$ cat src/rtl/vga_sync_decoder.sv
// Receive-side VGA timing recovery: rebuilds x/y/de from hsync/vsync, measures
// line and frame totals, and locks once two consecutive frames agree.
module vga_sync_decoder #(
  parameter int unsigned H_W       = 12,
  parameter int unsigned V_W       = 11,
  parameter bit          HSYNC_NEG = 1'b1,
  parameter bit          VSYNC_NEG = 1'b1,
  parameter int unsigned H_OFS     = 144,
  parameter int unsigned H_ACTIVE  = 640,
  parameter int unsigned V_OFS     = 35,
  parameter int unsigned V_ACTIVE  = 480
) (
  input  logic           clk,
  input  logic           rst,
  input  logic           hsync_in,
  input  logic           vsync_in,
  input  logic [2:0]     pixel_in,
  output logic [2:0]     pixel_out,
  output logic           de,
  output logic [H_W-1:0] x,
  output logic [V_W-1:0] y,
  output logic           frame_start,
  output logic           locked,
  output logic [H_W-1:0] h_total,
  output logic [V_W-1:0] v_total
);

  typedef enum logic [1:0] {SEARCH = 2'd0, ACQUIRE = 2'd1, LOCKED = 2'd2} state_t;

  localparam logic [H_W-1:0] H_MAX = {H_W{1'b1}};
  localparam logic [V_W-1:0] V_MAX = {V_W{1'b1}};
  localparam logic [H_W-1:0] H_LO  = H_W'(H_OFS);
  localparam logic [H_W-1:0] H_HI  = H_W'(H_OFS + H_ACTIVE);
  localparam logic [V_W-1:0] V_LO  = V_W'(V_OFS);
  localparam logic [V_W-1:0] V_HI  = V_W'(V_OFS + V_ACTIVE);

  state_t         state, state_next;
  logic           hs_r, vs_r, hs_a_d, vs_edge, acq_ok;
  logic [2:0]     px_r;
  logic [H_W-1:0] h_cnt, ref_h, h_inc, h_cnt_next;
  logic [V_W-1:0] v_cnt, ref_v, v_inc, v_cnt_next;
  logic           hs_a, vs_a, hs_rise, frame_edge, h_bad, v_bad, h_sat, de_c;

  // Normalise polarity and find the line / frame edges on the registered samples.
  assign hs_a       = hs_r ^ HSYNC_NEG;
  assign vs_a       = vs_r ^ VSYNC_NEG;
  assign hs_rise    = hs_a & ~hs_a_d;
  assign frame_edge = hs_rise & vs_a & ~vs_edge;

  assign h_inc      = (h_cnt == H_MAX) ? H_MAX : h_cnt + H_W'(1);
  assign v_inc      = (v_cnt == V_MAX) ? V_MAX : v_cnt + V_W'(1);
  assign h_cnt_next = hs_rise ? '0 : h_inc;
  assign v_cnt_next = frame_edge ? '0 : (hs_rise ? v_inc : v_cnt);

  // h_inc at a line edge is the period of the line that just ended.
  assign h_bad = hs_rise & (h_inc != ref_h);
  assign v_bad = frame_edge & (v_inc != ref_v);
  assign h_sat = (h_cnt_next == H_MAX);

  always_ff @(posedge clk) begin
    if (rst) state <= SEARCH;
    else     state <= state_next;
  end

  always_comb begin
    state_next = state;
    case (state)
      SEARCH:  if (frame_edge) state_next = ACQUIRE;
      ACQUIRE: if (frame_edge && acq_ok && !h_bad) state_next = LOCKED;
      LOCKED:  if (h_bad || v_bad || h_sat) state_next = SEARCH;
      default: state_next = SEARCH;
    endcase
  end

  assign de_c = (state_next == LOCKED) &&
                (h_cnt_next >= H_LO) && (h_cnt_next < H_HI) &&
                (v_cnt_next >= V_LO) && (v_cnt_next < V_HI);

  always_ff @(posedge clk) begin
    if (rst) begin
      hs_r        <= HSYNC_NEG;
      vs_r        <= VSYNC_NEG;
      px_r        <= '0;
      hs_a_d      <= 1'b0;
      vs_edge     <= 1'b0;
      h_cnt       <= '0;
      v_cnt       <= '0;
      ref_h       <= '0;
      ref_v       <= '0;
      acq_ok      <= 1'b0;
      h_total     <= '0;
      v_total     <= '0;
      locked      <= 1'b0;
      de          <= 1'b0;
      x           <= '0;
      y           <= '0;
      pixel_out   <= '0;
      frame_start <= 1'b0;
    end else begin
      hs_r   <= hsync_in;
      vs_r   <= vsync_in;
      px_r   <= pixel_in;
      hs_a_d <= hs_a;
      h_cnt  <= h_cnt_next;
      v_cnt  <= v_cnt_next;
      if (hs_rise) begin
        h_total <= h_inc;
        vs_edge <= vs_a;
      end
      if (frame_edge) v_total <= v_inc;
      // Each unlocked frame edge starts a fresh acquisition window.
      if (frame_edge && state != LOCKED) begin
        ref_h  <= h_inc;
        acq_ok <= 1'b1;
      end else if (h_bad) begin
        acq_ok <= 1'b0;
      end
      if (state == ACQUIRE && state_next == LOCKED) ref_v <= v_inc;
      locked      <= (state_next == LOCKED);
      de          <= de_c;
      x           <= de_c ? h_cnt_next - H_LO : '0;
      y           <= de_c ? v_cnt_next - V_LO : '0;
      pixel_out   <= de_c ? px_r : 3'd0;
      frame_start <= de_c && (h_cnt_next == H_LO) && (v_cnt_next == V_LO);
    end
  end

endmodule

$ cat config.mk
export PLATFORM = sky130hd
export DESIGN_NAME = vga_sync_decoder
export DESIGN_NICKNAME = d
export VERILOG_FILES = /design/src/rtl/vga_sync_decoder.sv
export SDC_FILE = /design/constraint.sdc
export NUM_CORES = 1
export LEC_CHECK = 0
export CAP_MARGIN = 20
export CELL_PAD_IN_SITES_DETAIL_PLACEMENT = 1
export CELL_PAD_IN_SITES_GLOBAL_PLACEMENT = 1
export CORE_ASPECT_RATIO = 0.5
export CORE_MARGIN = 2
export CORE_UTILIZATION = 45
export CTS_BUF_LIST = sky130_fd_sc_hd__clkbuf_2
export CTS_CLUSTER_SIZE = 20
export DETAILED_ROUTE_END_ITERATION = 10
export PLACE_DENSITY_LB_ADDON = 0.1
export SETUP_SLACK_MARGIN = 0.02
export SLEW_MARGIN = 25
export SYNTH_ARGS = -nofsm -noshare
export SYNTH_HDL_FRONTEND = slang
export SYNTH_SLANG_ARGS = --single-unit
$ cat constraint.sdc
create_clock -name clk -period 3.2 [get_ports clk]
set_clock_uncertainty 0.1 [all_clocks]
set_input_delay 0.96 -clock clk [delete_from_list [all_inputs] [get_ports clk]]
set_output_delay 0.96 -clock clk [all_outputs]
set_load 0.1 [all_outputs]
==> metrics.txt <==
worst skew pair latency 630 ps; worst stage delay on the critical path between 400 and 500 ps; synthesized area 6006 µm²; Final min period 3142 ps; Cell variety after synth 82; Worst Setup SP h_cnt[1]; RR Endpoint state[1]; Hold Path Stages 2; dpl hpwl 14350 µm; Tcrit/Tclk final 0.9820; share of layout cells above drive strength 1 0.3326; P_leak 3.035 nW; Critical R2R Launch h_cnt[1]; Ant. Diodes 0; CP arrival 3570 ps; post-route ant nets 0; Mapped Avg Cell Area 8.495 µm²; Total Nets Final just under 900; slowest stage cell, crit path dfxtp_2; Final Hold Viols 0; Port Buffers between 50 and 60; Async SR Flop Fraction 0; cells after synthesis about 700; Top delay family on crit path simple AND/OR/NAND/NOR gates; core area 12840 µm²; Reg2Reg Depth 14; syn_nets 720; die area 14340 µm²; initial antenna violation count 0; commonest non-fill, non-tap cells in the layout buf_4 (170), dfxtp_1 (101), nor2_1 (99), nand2_1 (65), a21oi_1 (49); Die Ht 85.69 µm; Pre-antenna DRT Iters 5; setup_tns 0 ps; clk slew on worst S/H paths 280 ps; largest net degree at the start of global routing 53; Hold Path Sink h_total[11]; outcome finished, final reports clean; top-area cell type share of the netlist area 0.3600; initial DRC count roughly 410; drt wl/cell around 20 µm; H-tree depth 3; maximum root-to-sink buffer count 2; Pwr Density 288.2 nW/µm²; vias 5999; top_reg_cell synth dfxtp_1; Critical Path RT 3630 ps; global-route wire length before repair 30810 µm; vias in the first global route 5905; CTS tree yes; min-delay src h_total[11]; Post-CTS Hold Buffers 0; YS warnings 0; Crit Path Max Fanout 6; Post-synth EDFFs 0; Starting Density 0.4676; cell-by-cell trace of the critical path buf_4 > nand2_2 > or3_4 > and3_4 > or2_2 > inv_1 > ha_1 > inv_1 > nor4_2 > a31oi_2 > a31oi_4 > buf_6 > buf_4 > nor2_1; Area growth syn-to-layout 28.54%; final max-slew violation count 0; final std cells w/o fill 1027; final setup fails 0; GR Overflow Total 0; post-route DRC violation count 0; TritonCTS Buffers 9; #FFs+latches synth 108; sequential area share after synthesis 0.3600; top area cells in the synthesized netlist dfxtp_1 (36%), nor2_1 (6.3%), nor4b_2 (4.7%); Worst setup EP type flop; slew margin rel. 0.5164; CP Launch Type flop; routability cong. between 0.9 and 1; maxcap violations 0; post-place setup slack -284.5 ps; commonest non-fill, non-tap cell in the layout buf_4; # IOs 59; post-route setup slack 57.58 ps; cell accounting for the most synthesized area dfxtp_1; root buf cell clkbuf_2; WP buf/inv 5; dpl cells between 900 and 1000; Routed WL 20860 µm; Vias/cell around 5.8; die width about 170 µm; worst-margin pin slew 725.4 ps; final core utilization 0.6010; Reg2Reg Setup Slack 60 ps; critical path type flop to flop; Hold WC Path Type flop to flop; Min Hold Slack ~370 ps; CTS sink cnt approximately 110; VDD IR max 0.1651 mV; GRT Resource Usage Total 0.2706; cell row count 29; Fmax about 320 MHz
==> layer usage <==
metal	vias up	wire length (µm)	GRT usage
met3	34	632	0.04569
met1	3040	9599	0.3523
met4	0	381	0.09328
met5	-	0	0
li1	2816	-	-
met2	109	10250	0.4617
==> worst register-to-register path: stages, from the launching register on <==
cell and delay (ps):
dfxtp_2 450, buf_4 150, nand2_2 60, or3_4 350
and3_4 210, or2_2 280, inv_1 60, ha_1 140
inv_1 60, nor4_2 280, a31oi_2 160, a31oi_4 400
buf_6 200, buf_4 120, nor2_1 30
==> layout make-up <==
cell class                      instances  area (µm²)
Fill cell                            1541        5125
Multi-Input combinational cell        537        3742
Sequential cell                       108        2173
Timing Repair Buffer                  187        1478
Tap cell                              170       212.7
Clock buffer                           10       50.05
Inverter                                9       33.78
Clock inverter                          6       30.03
==> worst max path at each step <==
stage / endpoint / slack [ps] / cells past startpoint
after global routing: y[8] / -30 / 12
after global placement: locked / -370 / 13
after CTS: x[7] / 50 / 13
after detailed placement: pixel_out[0] / -280 / 12
after floorplan: x[0] / 300 / 13
final: state[1] / 60 / 14
==> through the flow <==
step	instance area, µm²	power, mW
2_1_floorplan	6006	1.572
3_3_place_gp	7252	1.654
3_5_place_dp	7279	1.661
4_1_cts	7440	2.220
5_1_grt	7720	2.301
6_report	7720	2.225
==> cell usage after synthesis (7+ instances only) <==
| master | instances |
|---|---|
| mux2i_1 | 13 |
| xnor2_1 | 13 |
| o21ai_0 | 19 |
| nand2_1 | 66 |
| and3_1 | 12 |
| buf_2 | 11 |
| nor4_2 | 10 |
| a31oi_1 | 13 |
| dfxtp_1 | 108 |
| xor2_1 | 12 |
| nand4_1 | 12 |
| clkbuf_1 | 25 |
| inv_1 | 9 |
| buf_4 | 7 |
| nor4b_2 | 19 |
| a21oi_1 | 51 |
| nor2b_1 | 13 |
| and2_1 | 10 |
| nor2_1 | 101 |
| nor3_1 | 18 |
| a211oi_1 | 16 |
| nand3_1 | 16 |
| nand2b_1 | 14 |
==> power breakdown <==
group          internal (mW)  leakage, nW  total, mW  switching, mW
clock network         0.0989       0.0586      0.559          0.460
registers               1.37        0.877       1.39         0.0169
logic                 0.0980         2.10      0.280          0.182
==> registers in the layout (all words and copies together) (netlist names) <==
signal / flops
acq_ok: 1
de: 1
frame_start: 1
h_cnt: 12
h_total: 12
hs_a_d: 1
hs_r: 1
locked: 1
pixel_out: 3
px_r: 3
ref_h: 12
ref_v: 11
state: 2
v_cnt: 11
v_total: 11
vs_edge: 1
vs_r: 1
x: 12
y: 11
==> logic make-up after synthesis <==
family,count (synthesis),share of synthesized area
and+or+nand+nor,335,0.3271
AOI/OAI and AO/OA,153,0.1773
DFF,108,0.3600
buffers and inverters,62,0.05312
xor gates and xnor gates,26,0.04042
muxes,17,0.02958
adders and majority gates,6,0.01250
==> repair_timing <==
action                                  in CTS  in global routing
buffers inserted                             6                  7
endpoints found under the setup margin      41                 41
hold endpoints to repair                     0                  0
pin swaps                                    6                 17
gates cloned                                 0                  2
resized for setup                           10                 42
(Power assumes the default switching activity.)
